===== config.mk =====
export PLATFORM = sky130hd
export DESIGN_NAME = instr_fetch_buffer
export DESIGN_NICKNAME = d
export VERILOG_FILES = /design/src/rtl/instr_fetch_buffer.sv
export SDC_FILE = /design/constraint.sdc
export NUM_CORES = 1
export LEC_CHECK = 0
export CAP_MARGIN = 20
export CELL_PAD_IN_SITES_DETAIL_PLACEMENT = 0
export CELL_PAD_IN_SITES_GLOBAL_PLACEMENT = 1
export CORE_ASPECT_RATIO = 0.75
export CORE_MARGIN = 5
export CORE_UTILIZATION = 50
export DETAILED_ROUTE_END_ITERATION = 16
export DONT_BUFFER_PORTS = 1
export PLACE_DENSITY = 0.76
export SYNTH_ARGS = -nofsm -noshare
export SYNTH_HDL_FRONTEND = slang
export SYNTH_SLANG_ARGS = --single-unit

===== constraint.sdc =====
create_clock -name clk -period 2.55 [get_ports clk]
set_clock_uncertainty 0.05 [all_clocks]
set_input_delay 0.255 -clock clk [delete_from_list [all_inputs] [get_ports clk]]
set_output_delay 0.255 -clock clk [all_outputs]
set_load 0.005 [all_outputs]

===== src/rtl/instr_fetch_buffer.sv =====
// instr_fetch_buffer: PC generator, 1-cycle imem read and {instr, pc} FIFO toward decode with branch redirect
module instr_fetch_buffer #(
    parameter int DEPTH    = 4,
    parameter int PC_W     = 8,
    parameter int INSTR_W  = 32,
    parameter int RESET_PC = 0
) (
    input  logic               clk,
    input  logic               reset,
    input  logic               fetch_en,
    output logic               imem_rd_en,
    output logic [PC_W-1:0]    imem_addr,
    input  logic [INSTR_W-1:0] imem_data,
    input  logic               branch_taken,
    input  logic [PC_W-1:0]    pc_wb,
    output logic               instr_valid,
    input  logic               instr_ready,
    output logic [INSTR_W-1:0] instr,
    output logic [PC_W-1:0]    pc_out,
    output logic [$clog2(DEPTH):0] fifo_count
);
    localparam int AW = $clog2(DEPTH);
    localparam int CW = AW + 1;
    localparam logic [PC_W-1:0] RST_PC = PC_W'(RESET_PC);
    localparam logic [CW:0] LIM = (CW+1)'(DEPTH);

    typedef enum logic {IDLE, RUN} state_t;

    state_t              state, state_nxt;
    logic [PC_W-1:0]     fetch_pc, req_pc;
    logic                inflight;
    logic [AW-1:0]       wr_ptr, rd_ptr;
    logic [CW-1:0]       count;
    logic [INSTR_W-1:0]  mem_i [DEPTH];
    logic [PC_W-1:0]     mem_p [DEPTH];
    logic [CW:0]         occ;
    logic                wr, pop, has;

    assign fifo_count = count;

    // fetch mode register
    always_ff @(posedge clk or negedge reset)
        if (!reset) state <= IDLE;
        else        state <= state_nxt;

    // next state, credit-based request, redirect target and head outputs; a redirect sees an empty FIFO
    always_comb begin
        state_nxt   = fetch_en ? RUN : IDLE;
        occ         = branch_taken ? '0 : {1'b0, count} + (CW+1)'(inflight);
        imem_rd_en  = reset && (state == RUN || fetch_en) && occ < LIM;
        imem_addr   = (reset && branch_taken) ? pc_wb : fetch_pc;
        wr          = inflight && !branch_taken;
        has         = count != '0;
        instr_valid = reset && has && !branch_taken;
        pop         = instr_valid && instr_ready;
        instr       = has ? mem_i[rd_ptr] : '0;
        pc_out      = has ? mem_p[rd_ptr] : '0;
    end

    // PC, in-flight tracking and FIFO bookkeeping; a redirect clears everything queued
    always_ff @(posedge clk or negedge reset)
        if (!reset) begin
            fetch_pc <= RST_PC;
            req_pc   <= RST_PC;
            inflight <= 1'b0;
            wr_ptr   <= '0;
            rd_ptr   <= '0;
            count    <= '0;
        end else begin
            inflight <= imem_rd_en;
            if (imem_rd_en) begin
                fetch_pc <= imem_addr + PC_W'(1);
                req_pc   <= imem_addr;
            end else if (branch_taken) begin
                fetch_pc <= pc_wb;
            end
            if (branch_taken) begin
                wr_ptr <= '0;
                rd_ptr <= '0;
                count  <= '0;
            end else begin
                if (wr)  wr_ptr <= wr_ptr + AW'(1);
                if (pop) rd_ptr <= rd_ptr + AW'(1);
                count <= count + CW'(wr) - CW'(pop);
            end
        end

    // FIFO storage, written by the returning read
    always_ff @(posedge clk)
        if (wr) begin
            mem_i[wr_ptr] <= imem_data;
            mem_p[wr_ptr] <= req_pc;
        end

    a_no_overflow: assert property (@(posedge clk) disable iff (!reset) !(wr && count == CW'(DEPTH)));
endmodule


==> results of run 1 <==
path summary, 6_finish.rpt:
kind | from | end | slack [ps] | cells past startpoint
min in group asynchronous | reset | fetch_pc[3] | 230 | 2
hold / removal | pc_wb[3] | fetch_pc[3] | 40 | 3
hold reg to reg | req_pc[1] | mem_p[0][1] | 480 | 0
max in group asynchronous | reset | rd_ptr[0] | 2030 | 2
setup reg to reg | fifo_count[1] | fifo_count[2] | 120 | 9
setup / recovery | fifo_count[1] | fifo_count[2] | 120 | 9
metrics by stage:
step	cells	power, mW	cell area, µm²	setup WS [ps]	util
floorplan	423	5.13	7550	223	-
global placement	614	5.59	7880	406	0.538
detailed placement	614	5.65	7880	197	0.538
CTS	688	8.41	8920	161	0.609
global route	688	8.73	8920	7.57	0.609
finish	688	8.30	8920	125	0.609
sequential cells by signal, indices dropped and copies added (netlist names):
| register | cells |
|---|---|
| rd_ptr | 2 |
| mem_i | 128 |
| fifo_count | 3 |
| req_pc | 8 |
| inflight | 1 |
| mem_p | 32 |
| state | 1 |
| fetch_pc | 8 |
| wr_ptr | 2 |
power by group:
group / total, mW / switching (mW) / internal, mW / leakage (nW)
combinational: 1.60 / 0.922 / 0.677 / 0.950
clock: 2.67 / 1.04 / 1.63 / 0.284
sequential: 4.03 / 0.251 / 3.78 / 1.75
total: 8.30 / 2.22 / 6.09 / 2.99
layout by cell type, fill, tap and decap left out, drive strengths merged, types with 3 or more instances in the layout:
| cell | instances |
|---|---|
| nor2b | 43 |
| nand2 | 17 |
| dlygate4sd3 | 41 |
| a21oi | 5 |
| edfxtp | 160 |
| a31oi | 3 |
| mux2 | 3 |
| mux2i | 11 |
| nand3 | 3 |
| clkinvlp | 4 |
| inv | 11 |
| dfrtp | 25 |
| o21ai | 12 |
| clkinv | 6 |
| and2 | 5 |
| nand4 | 4 |
| ha | 8 |
| mux4 | 40 |
| nor2 | 24 |
| buf | 14 |
| xor2 | 3 |
| bufinv | 4 |
| clkbuf | 18 |
final cells by class:
type                            count  area, µm²
Multi-Input combinational cell    205       1980
Sequential cell                   185       5440
Inverter                           11       41.3
Tap cell                          200        250
Timing Repair Buffer               55        603
Clock inverter                     14        180
Clock buffer                       18        429
Fill cell                        1101       5720
worst register-to-register path: stages, from the launching register on:
cell and delay (ps):
dfrtp_1 490, nor3_2 100, nor4b_1 520, ha_1 340, inv_1 60, ha_1 130, inv_1 40, fa_1 380
xnor2_1 140, nor2_1 50
cells by family (layout without fill, tap and decap cells):
family,after synthesis,count (layout)
compound gates,30,30
xor+xnor,5,5
fa+ha+maj,9,9
buf+inv,33,98
flops,185,185
mux,54,54
simple gates,107,107
per-layer routing:
metal	part of all wire	global-route usage	vias to the layer above
met3	0.067	0.0604	19
met5	0	0	-
met4	0.017	0.0611	0
met1	0.43	0.218	1962
met2	0.48	0.277	86
li1	-	-	1743
repair_timing:
item / in CTS / in global routing
hold buffers: 42 / 0
gates resized for setup: 0 / 0
hold endpoints to repair: 167 / 0
==> impl_metrics.toml, run 1 <==
[sta]
rsz0062_at_grt = "false"
finalSetupViolations = 0
max_freq_mhz = 412
holdWs_ps = 36.8
relSlewSlack = 0.604
drv_slew = 0
min_period_over_period = 0.951
min_period_ps = 2430
tns_ps = 0
hold_viol = 0
worst-slew-pin-transition_ps = 586

[grt]
grt_pass1_vias = 4029
grt-ovfl-total = 0
grt_max_degree = 42
grt.total_usage = 0.171
grt_pass1_wl_um = 22800
antenna_found_initial = 0

[yosys]
synth_xor_area_frac = 0.00580
yosysMostFrequentCell = "edfxtp_1"
ys_seq_area_frac = 0.719
ys_ff_latch = 185
ys_types = 44
yosys.area_share.adder = 0.0159
postSynthAreaPerCell_um2 = 17.8
yosys_warnings = 0
synthFlopType = "edfxtp_1"
synth_edf_count = 160
async_reset_ff_frac = 0.135
synthMuxAreaShare = 0.139
synth_compound_area_frac = 0.0245
synth_top_family_by_area = "multiplexers"
ys_top_cells_by_count = "edfxtp_1, nor2b_1, mux4_2"
syn_area_mm2 = 0.00755
syn_nets = 477
yosys.area.top_type_share = 0.637
synthTopCellsByArea = "edfxtp_1, mux4_2, dfrtp_1"
yosys.area_share.simple = 0.0764
synth_cells = 423
synth_top_area_cell = "edfxtp_1"

[cells_and_area]
final_nets = 529
drive_above_1_share = 0.197
synthToLayoutAreaGrowth_pct = 18.2
antenna_cells = 0

[route]
firstDrtPassIters = 4
remaining_drc_errors = 0
wl_um = 14300
vias_per_cell = 5.54
drtIter0Drc = 240
vias = 3810
antenna_left = 0
wl_per_cell_um = 20.8

[power_and_ir_drop]
max-vdd-ir-drop_v = 0.000634
p_leak_nw = 2.99
power.density_mw_per_mm2 = 930

[critical_path]
end_kind = "flop"
worst_setup_path_start_kind = "flop"
cp_slowest_cell = "nor4b_1"
path_buf_inv = 2
worstPathRequired_ps = 2790
cp_max_fo = 6
crit_chain = "nor3_2 -> nor4b_1 -> ha_1 -> inv_1 -> ha_1 -> inv_1 -> fa_1 -> xnor2_1 -> nor2_1"
path_delay_family = "adder cells"
max_stage_delay_ps = 520
crit_type = "reg -> reg"
worstPathArrival_ps = 2670

[floorplan]
initial_utilization = 0.515
core_mm2 = 0.0146
ios = 98
die_y_um = 116
core.rowCount = 38
die_w_um = 152
die-area_mm2 = 0.0177

[worst_hold_path]
hold_class = "in -> reg"

[placed_design]
dp.final_hpwl_um = 8480
gp_congestion = 0.778
portBuffers = 0

[clocking]
cts_buffers = 17
root_buffer = "clkbuf_16"
htree_num_levels = 4
clk_latency_ps = 420
cts_sinks = 185
cts_setup_buffers = 0
clkSlewWorstSetupHoldPaths_ps = 70
clk_path_buf_depth = 2
cts_tree = "done"

[run]
cap_violations = 0

[outcome]
outcome = "completed"
Note: power is estimated with default switching activity, not from simulation.
==> run 2, diff against run 1 <==
- CORE_MARGIN: 5 -> 2
- CTS_BUF_LIST: unset -> sky130_fd_sc_hd__clkbuf_4 sky130_fd_sc_hd__clkbuf_8
==> run 2 against run 1 <==
  * Total power shrank 9.1%
  * Utilization shrank 1.1 points
  * Global-route usage up 1.5 points
  * Combinational power about the same
  * Critical endpoint is now instr[1]
  * Cell count up 0.58%
  * Worst hold slack better by 6.5 ps
  * Clock power down 28%
  * Clock-buffer cell count is 2 higher
  * Via count up 1.2%
  * Setup slack improved by 98 ps
  * Cell area shrank 2.1%
  * Maximum frequency rose by 4.2%
==> impl_metrics.toml, run 2 (synthesis gave the netlist of run 1 again) <==
[outcome]
outcome = "completed"

[power_and_ir_drop]
p_leak_nw = 2.92
max-vdd-ir-drop_v = 0.000458
power.density_mw_per_mm2 = 864

[critical_path]
path_buf_inv = 1
worst_setup_path_start_kind = "flop"
cp_slowest_cell = "dfrtp_4"
cp_max_fo = 11
worstPathArrival_ps = 2020
crit_chain = "buf_4 -> mux4_2 -> nor2b_1"
worstPathRequired_ps = 2250
end_kind = "output pin"
crit_type = "reg -> out"
max_stage_delay_ps = 580
path_delay_family = "flip-flops"

[sta]
hold_viol = 0
tns_ps = 0
drv_slew = 0
min_period_over_period = 0.913
max_freq_mhz = 430
min_period_ps = 2330
relSlewSlack = 0.565
fin_ws_ps = 222
worst-slew-pin-transition_ps = 650
finalSetupViolations = 0
rsz0062_at_grt = "false"

[clocking]
clk_path_buf_depth = 2
cts_buffers = 17
htree_num_levels = 4
root_buffer = "clkbuf_8"
cts_tree = "done"
clkSlewWorstSetupHoldPaths_ps = 80
cts_sinks = 185
cts_setup_buffers = 0
clk_latency_ps = 440

[grt]
grt_pass1_vias = 4028
grt.total_usage = 0.185
grt-ovfl-total = 0
antenna_found_initial = 0
grt_max_degree = 42
grt_pass1_wl_um = 22500

[route]
vias_per_cell = 5.57
antenna_left = 0
wl_per_cell_um = 20.4
drtIter0Drc = 243
wl_um = 14100
vias = 3856
remaining_drc_errors = 0
firstDrtPassIters = 4

[cells_and_area]
largest_reg_flops = 128
largestRegisters = "mem_i: 128 flops, mem_p: 32 flops"
synthToLayoutAreaGrowth_pct = 15.8
multi_input_area_mm2 = 0.00199
regArea_mm2 = 0.00544
regMostFlops = "mem_i"
final_nets = 534
drive_above_1_share = 0.201
fin_area_mm2 = 0.00874
layout_common_cells = "edfxtp_1, nor2b_1, dlygate4sd3_1"
num-fill-cells = 1117
layout_commonest_cell = "edfxtp_1"
antenna_cells = 0

[floorplan]
die_w_um = 146
ios = 98
core_mm2 = 0.0146
initial_utilization = 0.517
die_y_um = 110
die-area_mm2 = 0.0161
core.rowCount = 38

[worst_hold_path]
hold_class = "in -> reg"

[placed_design]
dp.final_hpwl_um = 8630
gp_congestion = 0.806
portBuffers = 0
dpl_cell_area_mm2 = 0.00789
pre_cts_slack_ps = 213

[run]
cap_violations = 0
run 2: cell type report:
| type | count | area share |
|---|---|---|
| tap | 200 | 0.0286 |
| sequential | 185 | 0.622 |
| clock buffer | 20 | 0.0294 |
| timing repair buffer | 60 | 0.0725 |
| clock inverter | 11 | 0.0149 |
| inverter | 11 | 0.00473 |
| multi-input combinational | 205 | 0.228 |
run 2: final timing paths:
path / from / to / slack, ps / cells after the start
hold reg to reg: req_pc[3] / mem_p[2][3] / 480 / 0
hold / removal: pc_wb[3] / fetch_pc[3] / 40 / 3
max in group asynchronous: reset / rd_ptr[0] / 2050 / 2
min in group asynchronous: reset / state / 210 / 2
setup reg to reg: fifo_count[1] / fifo_count[2] / 370 / 9
setup / recovery: rd_ptr[0] / instr[1] / 220 / 3
run 2: report_power, final:
| part | internal, mW | total (mW) | switching [mW] |
|---|---|---|---|
| Clock | 0.979 | 1.92 | 0.937 |
| Sequential | 3.78 | 4.01 | 0.237 |
| Combinational | 0.685 | 1.62 | 0.933 |
| Total | 5.44 | 7.55 | 2.11 |
run 2: metal layers:
metal	track usage	vias up	share of wire
met3	0.0603	10	0.069
li1	-	1745	-
met1	0.249	1997	0.44
met5	0	-	0
met4	0.0588	0	0.0067
met2	0.291	104	0.48
run 2: worst reg2reg max path: stages (launching register included):
cell	delay [ps]
dfrtp_1	500
nor3_2	100
nor4b_2	290
ha_1	280
inv_1	60
ha_1	150
inv_1	50
fa_1	380
xnor2_1	140
nor2_1	50
run 2: through the flow:
stage	util	cells	total power [mW]	hold WS, ps
after floorplan	-	423	5.13	-90.6
after global placement	0.541	617	5.59	-90.1
after detailed placement	0.541	617	5.65	-90.0
after CTS	0.598	692	7.63	5.16
after global routing	0.599	692	7.94	39.0
final	0.599	692	7.55	43.3
run 2: timing repair:
item                                   in CTS  in global routing
hold buffers                               44                  0
endpoints found under the hold margin     169                  0
resized for setup                           0                  1
setup endpoints to repair                   0                  1
